<file path="src/rtl/alu_arbiter_if.sv">
// alu_arbiter_if: request, ALU-drive and response signals shared by the
// two requesters, the arbiter and the core ALU instance.
// The slave modport is the arbiter's view; the master modport is the view of
// whatever drives requests, returns ALU results and consumes responses.
interface alu_arbiter_if #(
  parameter int XLEN = 64
);
  logic [1:0]      i_ReqValid;
  logic [1:0]      o_ReqReady;
  logic [3:0]      i_ReqALUctl0;
  logic [3:0]      i_ReqALUctl1;
  logic [XLEN-1:0] i_ReqRs1_0;
  logic [XLEN-1:0] i_ReqRs1_1;
  logic [XLEN-1:0] i_ReqRs2_0;
  logic [XLEN-1:0] i_ReqRs2_1;
  logic [XLEN-1:0] i_ReqImm0;
  logic [XLEN-1:0] i_ReqImm1;
  logic            i_ReqALUsrc0;
  logic            i_ReqALUsrc1;
  logic [3:0]      o_ALUctl;
  logic [XLEN-1:0] o_Rs1;
  logic [XLEN-1:0] o_Rs2;
  logic [XLEN-1:0] o_Immediate;
  logic            o_ALUsrc;
  logic [XLEN-1:0] i_Result;
  logic [1:0]      o_RspValid;
  logic [1:0]      i_RspReady;
  logic [XLEN-1:0] o_RspResult;
  logic            o_RspZero;

  modport slave (
    input  i_ReqValid, i_ReqALUctl0, i_ReqALUctl1,
           i_ReqRs1_0, i_ReqRs1_1, i_ReqRs2_0, i_ReqRs2_1,
           i_ReqImm0, i_ReqImm1, i_ReqALUsrc0, i_ReqALUsrc1,
           i_Result, i_RspReady,
    output o_ReqReady, o_ALUctl, o_Rs1, o_Rs2, o_Immediate, o_ALUsrc,
           o_RspValid, o_RspResult, o_RspZero
  );

  modport master (
    output i_ReqValid, i_ReqALUctl0, i_ReqALUctl1,
           i_ReqRs1_0, i_ReqRs1_1, i_ReqRs2_0, i_ReqRs2_1,
           i_ReqImm0, i_ReqImm1, i_ReqALUsrc0, i_ReqALUsrc1,
           i_Result, i_RspReady,
    input  o_ReqReady, o_ALUctl, o_Rs1, o_Rs2, o_Immediate, o_ALUsrc,
           o_RspValid, o_RspResult, o_RspZero
  );
endinterface

</file>
<file path="src/rtl/alu_arbiter.sv">
// alu_arbiter: shares the core ALU between the execute stage (requester 0)
// and the address-generation/CSR unit (requester 1). Round-robin grant,
// combinational operand mux to the ALU, one-entry response register.
// Optional performance counters are enabled with `define ALU_ARB_PERF_EN.
module alu_arbiter #(
  parameter int XLEN = 64
`ifdef ALU_ARB_PERF_EN
  ,
  parameter int CNT_W = 32
`endif
) (
  input  logic            i_Clk,
  input  logic            i_Rst,
  alu_arbiter_if.slave    bus
`ifdef ALU_ARB_PERF_EN
  ,
  output logic [CNT_W-1:0] o_OpCount,
  output logic [CNT_W-1:0] o_ConflictCount
`endif
);

  logic            rr_last;
  logic            rsp_busy;
  logic            rsp_id;
  logic [XLEN-1:0] rsp_result;
  logic            rsp_zero;
  logic [1:0]      grant;
  logic [1:0]      req_ready;
  logic [1:0]      accept;
  logic            slot_free;
  logic            acc_any;
  logic            acc_id;

  // Round-robin grant: a lone requester wins, contention goes to the one not served last.
  always_comb begin
    grant = bus.i_ReqValid;
    if (bus.i_ReqValid == 2'b11) begin
      grant = rr_last ? 2'b01 : 2'b10;
    end
  end

  // The response slot can take a new result if empty or being drained this cycle.
  assign slot_free      = ~rsp_busy | bus.i_RspReady[rsp_id];
  assign req_ready      = (slot_free & ~i_Rst) ? grant : 2'b00;
  assign accept         = bus.i_ReqValid & req_ready;
  assign acc_any        = |accept;
  assign acc_id         = accept[1];
  assign bus.o_ReqReady = req_ready;

  // Operand mux: granted requester drives the ALU; idle drives the ALU default op.
  always_comb begin
    bus.o_ALUctl    = 4'hF;
    bus.o_Rs1       = '0;
    bus.o_Rs2       = '0;
    bus.o_Immediate = '0;
    bus.o_ALUsrc    = 1'b0;
    if (grant == 2'b01) begin
      bus.o_ALUctl    = bus.i_ReqALUctl0;
      bus.o_Rs1       = bus.i_ReqRs1_0;
      bus.o_Rs2       = bus.i_ReqRs2_0;
      bus.o_Immediate = bus.i_ReqImm0;
      bus.o_ALUsrc    = bus.i_ReqALUsrc0;
    end else if (grant == 2'b10) begin
      bus.o_ALUctl    = bus.i_ReqALUctl1;
      bus.o_Rs1       = bus.i_ReqRs1_1;
      bus.o_Rs2       = bus.i_ReqRs2_1;
      bus.o_Immediate = bus.i_ReqImm1;
      bus.o_ALUsrc    = bus.i_ReqALUsrc1;
    end
  end

  // Response register: reload on accept (even while draining), otherwise clear on completion.
  always_ff @(posedge i_Clk) begin
    if (i_Rst) begin
      rr_last    <= 1'b1;
      rsp_busy   <= 1'b0;
      rsp_id     <= 1'b0;
      rsp_result <= '0;
      rsp_zero   <= 1'b0;
    end else if (acc_any) begin
      rr_last    <= acc_id;
      rsp_busy   <= 1'b1;
      rsp_id     <= acc_id;
      rsp_result <= bus.i_Result;
      rsp_zero   <= (bus.i_Result == '0);
    end else if (rsp_busy && bus.i_RspReady[rsp_id]) begin
      rsp_busy   <= 1'b0;
    end
  end

  assign bus.o_RspValid  = rsp_busy ? (rsp_id ? 2'b10 : 2'b01) : 2'b00;
  assign bus.o_RspResult = rsp_result;
  assign bus.o_RspZero   = rsp_zero;

`ifdef ALU_ARB_PERF_EN
  // Performance counters: accepted operations and cycles with both requesters waiting.
  always_ff @(posedge i_Clk) begin
    if (i_Rst) begin
      o_OpCount       <= '0;
      o_ConflictCount <= '0;
    end else begin
      if (acc_any) begin
        o_OpCount <= o_OpCount + 1'b1;
      end
      if (bus.i_ReqValid == 2'b11) begin
        o_ConflictCount <= o_ConflictCount + 1'b1;
      end
    end
  end
`endif

endmodule
</file>
<file path="src/flat_wrapper.sv">
// flat-port wrapper written by rule: the top's interface ports become plain ports
module alu_arbiter_flat 
#(
  parameter int XLEN = 64

)
  (i_Clk, i_Rst, bus_i_ReqValid, bus_i_ReqALUctl0, bus_i_ReqALUctl1, bus_i_ReqRs1_0, bus_i_ReqRs1_1, bus_i_ReqRs2_0, bus_i_ReqRs2_1, bus_i_ReqImm0, bus_i_ReqImm1, bus_i_ReqALUsrc0, bus_i_ReqALUsrc1, bus_i_Result, bus_i_RspReady, bus_o_ReqReady, bus_o_ALUctl, bus_o_Rs1, bus_o_Rs2, bus_o_Immediate, bus_o_ALUsrc, bus_o_RspValid, bus_o_RspResult, bus_o_RspZero);
  alu_arbiter_if #(.XLEN(XLEN)) bus_i ();
  input  logic i_Clk;
  input  logic i_Rst;
  input wire logic [$bits(bus_i.i_ReqValid)-1:0] bus_i_ReqValid;
  input wire logic [$bits(bus_i.i_ReqALUctl0)-1:0] bus_i_ReqALUctl0;
  input wire logic [$bits(bus_i.i_ReqALUctl1)-1:0] bus_i_ReqALUctl1;
  input wire logic [$bits(bus_i.i_ReqRs1_0)-1:0] bus_i_ReqRs1_0;
  input wire logic [$bits(bus_i.i_ReqRs1_1)-1:0] bus_i_ReqRs1_1;
  input wire logic [$bits(bus_i.i_ReqRs2_0)-1:0] bus_i_ReqRs2_0;
  input wire logic [$bits(bus_i.i_ReqRs2_1)-1:0] bus_i_ReqRs2_1;
  input wire logic [$bits(bus_i.i_ReqImm0)-1:0] bus_i_ReqImm0;
  input wire logic [$bits(bus_i.i_ReqImm1)-1:0] bus_i_ReqImm1;
  input wire logic [$bits(bus_i.i_ReqALUsrc0)-1:0] bus_i_ReqALUsrc0;
  input wire logic [$bits(bus_i.i_ReqALUsrc1)-1:0] bus_i_ReqALUsrc1;
  input wire logic [$bits(bus_i.i_Result)-1:0] bus_i_Result;
  input wire logic [$bits(bus_i.i_RspReady)-1:0] bus_i_RspReady;
  output wire logic [$bits(bus_i.o_ReqReady)-1:0] bus_o_ReqReady;
  output wire logic [$bits(bus_i.o_ALUctl)-1:0] bus_o_ALUctl;
  output wire logic [$bits(bus_i.o_Rs1)-1:0] bus_o_Rs1;
  output wire logic [$bits(bus_i.o_Rs2)-1:0] bus_o_Rs2;
  output wire logic [$bits(bus_i.o_Immediate)-1:0] bus_o_Immediate;
  output wire logic [$bits(bus_i.o_ALUsrc)-1:0] bus_o_ALUsrc;
  output wire logic [$bits(bus_i.o_RspValid)-1:0] bus_o_RspValid;
  output wire logic [$bits(bus_i.o_RspResult)-1:0] bus_o_RspResult;
  output wire logic [$bits(bus_i.o_RspZero)-1:0] bus_o_RspZero;
  assign bus_i.i_ReqValid = bus_i_ReqValid;
  assign bus_i.i_ReqALUctl0 = bus_i_ReqALUctl0;
  assign bus_i.i_ReqALUctl1 = bus_i_ReqALUctl1;
  assign bus_i.i_ReqRs1_0 = bus_i_ReqRs1_0;
  assign bus_i.i_ReqRs1_1 = bus_i_ReqRs1_1;
  assign bus_i.i_ReqRs2_0 = bus_i_ReqRs2_0;
  assign bus_i.i_ReqRs2_1 = bus_i_ReqRs2_1;
  assign bus_i.i_ReqImm0 = bus_i_ReqImm0;
  assign bus_i.i_ReqImm1 = bus_i_ReqImm1;
  assign bus_i.i_ReqALUsrc0 = bus_i_ReqALUsrc0;
  assign bus_i.i_ReqALUsrc1 = bus_i_ReqALUsrc1;
  assign bus_i.i_Result = bus_i_Result;
  assign bus_i.i_RspReady = bus_i_RspReady;
  assign bus_o_ReqReady = bus_i.o_ReqReady;
  assign bus_o_ALUctl = bus_i.o_ALUctl;
  assign bus_o_Rs1 = bus_i.o_Rs1;
  assign bus_o_Rs2 = bus_i.o_Rs2;
  assign bus_o_Immediate = bus_i.o_Immediate;
  assign bus_o_ALUsrc = bus_i.o_ALUsrc;
  assign bus_o_RspValid = bus_i.o_RspValid;
  assign bus_o_RspResult = bus_i.o_RspResult;
  assign bus_o_RspZero = bus_i.o_RspZero;
  alu_arbiter #(.XLEN(XLEN)) u_core (.i_Clk(i_Clk), .i_Rst(i_Rst), .bus(bus_i));
endmodule
</file>
<file path="config.mk">
export PLATFORM = sky130hd
export DESIGN_NAME = alu_arbiter_flat
export DESIGN_NICKNAME = d
export VERILOG_FILES = /design/src/rtl/alu_arbiter_if.sv /design/src/rtl/alu_arbiter.sv /design/src/flat_wrapper.sv
export SDC_FILE = /design/constraint.sdc
export NUM_CORES = 1
export LEC_CHECK = 0
export CORE_AREA = 2 2 283 285
export DETAILED_ROUTE_END_ITERATION = 8
export DIE_AREA = 0 0 285 287
export GPL_ROUTABILITY_DRIVEN = 1
export PLACE_DENSITY = 0.35
export SYNTH_ARGS = -nofsm -noshare
export SYNTH_HDL_FRONTEND = slang
export SYNTH_SLANG_ARGS = --single-unit
export TNS_END_PERCENT = 20
</file>
<file path="constraint.sdc">
create_clock -name i_Clk -period 1.8 [get_ports i_Clk]
set_clock_uncertainty 0.2 [all_clocks]
set_input_delay 0.36 -clock i_Clk [delete_from_list [all_inputs] [get_ports i_Clk]]
set_output_delay 0.36 -clock i_Clk [all_outputs]
set_load 0.03 [all_outputs]
</file>
### Word-level counts from Yosys, hierarchy flattened

Index checks and enable logic that the tools add are counted.

* order comparisons: 1
* equality and inequality tests: 3
* mux-type cells: 19
* bitwise operators: 5
* reduce and logical (&&, ||, !) cells: 4

Operators with widths (count)
* $mux 64: 6
* $logic_not 64->1: 1
* $mux 2: 5
* $mux 4: 2
* $mux 1: 6
* $eq 2x2->1 const B: 2
* $and 2x2->2: 1
* $eq 2x1->1 const B: 1
* $lt 1x2->1 const B: 1
* $not 1->1: 2
* $reduce_bool 2->1: 1
* $reduce_or 2->1: 1
* $and 1x1->1: 1
* $logic_and 1x1->1: 1
* $or 1x1->1: 1

* flip-flop bits (word level): 68
* input bits: 464
* output and inout port bits: 266

### Logic depth before layout (Yosys ltp)

* depth in word-level cells: 8
* mapped depth: 6
* mapped depth without buffers: 4

### Worst setup path after synthesis

OpenSTA, ideal clock, no wires.

* path type: input port to output port
* start: input bus_i_ReqValid[1]
* end: output bus_o_Immediate[33]
* arrival time: 1.569 ns
* data required time: 1.240 ns
* slack: -0.329 ns
* stages on the path: 6
* cells stage by stage: inv_1 o21a_1 clkbuf_1 clkbuf_1 buf_1 a22o_1

* longest elaborated chain between the ends: 5
* elaborated cells between the ends (all ways): 6
* those cells by class: 3 x eq/ne; 3 x mux

RTL lines
* start, declared: line flat_wrapper.sv:11 `input wire logic [$bits(bus_i.i_ReqValid)-1:0] bus_i_ReqValid;`
* $eq 2x2->1: line alu_arbiter.sv:37 `if (bus.i_ReqValid == 2'b11) begin`
* $mux 2 (*): line alu_arbiter.sv:37
* $eq 2x2->1: line alu_arbiter.sv:63 `end else if (grant == 2'b10) begin`
* $mux 64: line alu_arbiter.sv:63
* $mux 64 (*): line alu_arbiter.sv:57 `if (grant == 2'b01) begin`
* end, declared: line flat_wrapper.sv:28 `output wire logic [$bits(bus_i.o_Immediate)-1:0] bus_o_Immediate;`

Mark *: on every way between the ends. The rest lies on a longest branch, timed or not.

### Worst setup path in the final report

* start: input bus_i_ReqValid[1]
* end: output bus_o_Rs2[8]

* longest elaborated chain between the ends: 5
* elaborated cells between the ends (all ways): 6
* those cells by class: 3 x eq/ne; 3 x mux

RTL lines
* $eq 2x2->1: line alu_arbiter.sv:37
* $mux 2 (*): line alu_arbiter.sv:37
* $eq 2x2->1: line alu_arbiter.sv:63
* $mux 64: line alu_arbiter.sv:63
* $mux 64 (*): line alu_arbiter.sv:57
* end, declared: line flat_wrapper.sv:27 `output wire logic [$bits(bus_i.o_Rs2)-1:0] bus_o_Rs2;`

Marked as above.

==> impl_metrics.json <==
{
  "crit_type": "input port to output port",
  "synth-seq-cells": 68,
  "antenna_found_initial": 10,
  "seq_area_frac_synth_pct": 30.2,
  "row_count": 103,
  "root_buffer": "clkbuf_16",
  "fmax_mhz": 422,
  "numPortBuffers": 729,
  "viasPerCell": 3.31,
  "failed_checks": "negative setup slack",
  "io_pins": 730,
  "leakagePower_nw": 6.99,
  "cts_made_buffers": 9,
  "wire_per_inst_um": 28.2,
  "synth_area_per_cell_um2": 9.08,
  "r2r-start": "u_core.rsp_id$_SDFFE_PP0P_",
  "tritoncts": "done",
  "final.period_utilization_pct": 132,
  "hp-class": "input port to flip-flop",
  "ys_warn_count": 0,
  "critPathMaxFanout": 13,
  "tightest_slew_ps": 612,
  "routed_wl_um": 66100,
  "whs_path_depth": 2,
  "area_growth_pct": 273,
  "hpwl_um": 57700,
  "clock-sinks": 68,
  "drtAntennaViolNets": 0,
  "die_area_um2": 81800,
  "grt.total_usage_pct": 14.9,
  "setup_ws_ps": -572,
  "netlist_area_um2": 4500,
  "hold_viol_final": 0,
  "p_total_mw": 9.57,
  "final.min_clock_period_ps": 2370,
  "max_slew_margin_pct": 59.0,
  "fin_nets": 1751,
  "num_vias": 7770,
  "endpoint_kind": "output port",
  "holdPathEnd": "u_core.rsp_busy$_SDFFE_PP0P_",
  "required_ps": 1240,
  "clkTransAtPathRegs_ps": 70,
  "rsz0062_at_grt": "yes",
  "synth_cells": 496,
  "multiInputGateArea_um2": 3840,
  "grt_max_degree": 48,
  "initial_core_util_pct": 5.73,
  "finalSetupViolCount": 264,
  "powerDensity_nw_per_um2": 570,
  "regToRegSetupSlack_ps": -100,
  "nFillCells": 8511,
  "gp_congestion": 0.933,
  "reg2reg_to": "u_core.bus.o_RspResult[4]$_SDFFE_PP0P_",
  "drc": 0,
  "synth_cell_types": 26,
  "gr-total-overflow": 0,
  "drt_iter0_drc": 227,
  "drv_cap": 0,
  "grt_pass1_vias": 8317,
  "h-tree-depth": 3,
  "die_y_um": 287,
  "max-vdd-ir-drop_uv": 579,
  "post-place-ws_ps": -944,
  "outcome": "finished, violations left",
  "cts_buffer_depth": 2,
  "core_um2": 78600,
  "worstHoldStart": "i_Rst",
  "grt_pass1_wl_um": 80700,
  "dr.pass1.iters": 4,
  "reg2reg_depth": 5,
  "clkLatencyLatePin_ps": 350,
  "crit_arrival_ps": 1810,
  "seq_area_um2": 1370,
  "drive_gt1_share_pct": 36.3,
  "slew_viol_final": 0,
  "cp-start-kind": "input port",
  "floorplan.die.width_um": 285,
  "synth_fp_nets": 960
}
[per-stage QoR]
step / hold WS, ps / TNS [ps] / utilization [%] / cell area, um^2 / std cells
final: 94.7 / -108190 / 21.3 / 16800 / 2344
after CTS: 87.4 / -111190 / 20.5 / 16100 / 2334
after global placement: 274 / -206140 / 19.5 / 15300 / 2314
after global routing: 91.6 / -122780 / 21.3 / 16800 / 2342
after floorplan: 273 / -15230 / - / 4800 / 496
after detailed placement: 281 / -204070 / 19.5 / 15300 / 2314
[worst max-delay path: stages]
cell	delay (ps)
dlygate4sd2_1	330
inv_8	50
o21a_4	280
clkbuf_16	200
buf_12	170
a22o_4	240
buf_12	150
[registers in the layout, summed over array words and instances (netlist names)]
signal / flops
u_core.rsp_busy: 1
u_core.rr_last: 1
u_core.bus.o_RspZero: 1
u_core.bus.o_RspResult: 64
u_core.rsp_id: 1
[power breakdown]
group          leakage [nW]  internal [mW]  total (mW)  switching [mW]
Sequential            0.558           1.60        1.67          0.0672
Combinational          6.29           3.17        6.01            2.85
Clock                 0.142           1.08        1.88           0.801
[area by class of cell]
cell class                      count  share of cell area, %
Clock buffer                        9                   1.34
Antenna cell                        2                 0.0298
Sequential cell                    68                   8.15
Tap cell                         1050                   7.83
Clock inverter                      7                  0.455
Timing Repair Buffer              838                   59.2
Inverter                            3                  0.112
Multi-Input combinational cell    367                   22.9
[cells in the mapped netlist]
cell type,n,area share [%]
nor3_1,1,0.11
a21oi_1,3,0.33
a211oi_2,1,0.28
o21a_1,1,0.17
nor2b_1,1,0.14
a31o_2,1,0.19
nand3b_1,1,0.17
buf_1,1,0.083
nor4_1,15,2.1
and2_1,2,0.28
dfxtp_1,68,30
a211o_1,1,0.19
a22o_1,193,38
buf_2,12,1.3
o22a_1,4,0.78
nand2_1,5,0.42
inv_1,3,0.25
buf_4,1,0.17
nand4_1,4,0.56
or4_1,1,0.17
nor2_1,66,5.5
mux2i_1,65,14
o21ai_0,1,0.11
buf_6,4,1.0
clkbuf_1,40,3.3
o21ai_1,1,0.11
[timing repair]
| item | in CTS | in global routing |
|---|---|---|
| resized for setup | 164 | 85 |
| gates cloned | 1 | 7 |
| hold buffers | 0 | 0 |
| buffers inserted | 3 | 1 |
| endpoints found under the setup margin | 323 | 268 |
| pin swaps | 15 | 18 |
[metal layers]
layer  GRT usage, %  share of wire, %  vias up
met4           1.90               1.0        8
met2           25.5                48      473
met5              0             0.064        -
met1           15.5                35     3707
met3           9.90                16       29
li1               -                 -     3553
[layout by cell type (no fill, tap or decap), types with 2 or more instances in the layout]
cell type	synthesis	final
dfxtp_2	0	2
a22o_2	0	15
nand4_1	4	4
dlygate4sd2_1	0	58
nor4_2	0	2
mux2i_1	65	64
nor4_1	15	12
a21oi_1	3	2
buf_16	0	3
clkinv_4	0	2
buf_4	1	89
diode_2	0	2
clkinvlp_4	0	2
nand2_1	5	4
buf_6	4	58
o22a_1	4	4
clkdlybuf4s50_1	0	460
a22o_1	193	77
buf_12	0	162
dfxtp_1	68	65
clkbuf_16	0	15
a22o_4	0	101
nor2_1	66	66
[worst max path at each step]
stage / start / end / slack, ps / depth (start not counted)
3_3_place_gp: bus_i_ReqValid[1] / bus_o_Rs2[30] / -960 / 8
5_1_grt: u_core.rr_last$_SDFFE_PP1P_ / bus_o_Rs2[8] / -600 / 5
4_1_cts: u_core.rr_last$_SDFFE_PP1P_ / bus_o_Rs1[53] / -600 / 5
2_1_floorplan: bus_i_ReqValid[1] / bus_o_Rs1[44] / -170 / 6
3_5_place_dp: bus_i_ReqValid[1] / bus_o_Rs2[30] / -940 / 8
6_report: bus_i_ReqValid[1] / bus_o_Rs2[8] / -570 / 7
[cell families (layout without fill, tap and decap cells)]
family                 after synthesis  in the layout  share of synthesized area [%]
buffers and inverters               61            857                           6.17
flip-flops                          68             68                           30.2
other                                0              2                              0
multiplexers                        65             65                           14.5
AND/OR/NAND/NOR                     96             96                           9.42
AO/OA/AOI/OAI                      206            206                           39.7
Note: power is estimated with default switching activity, not from simulation.
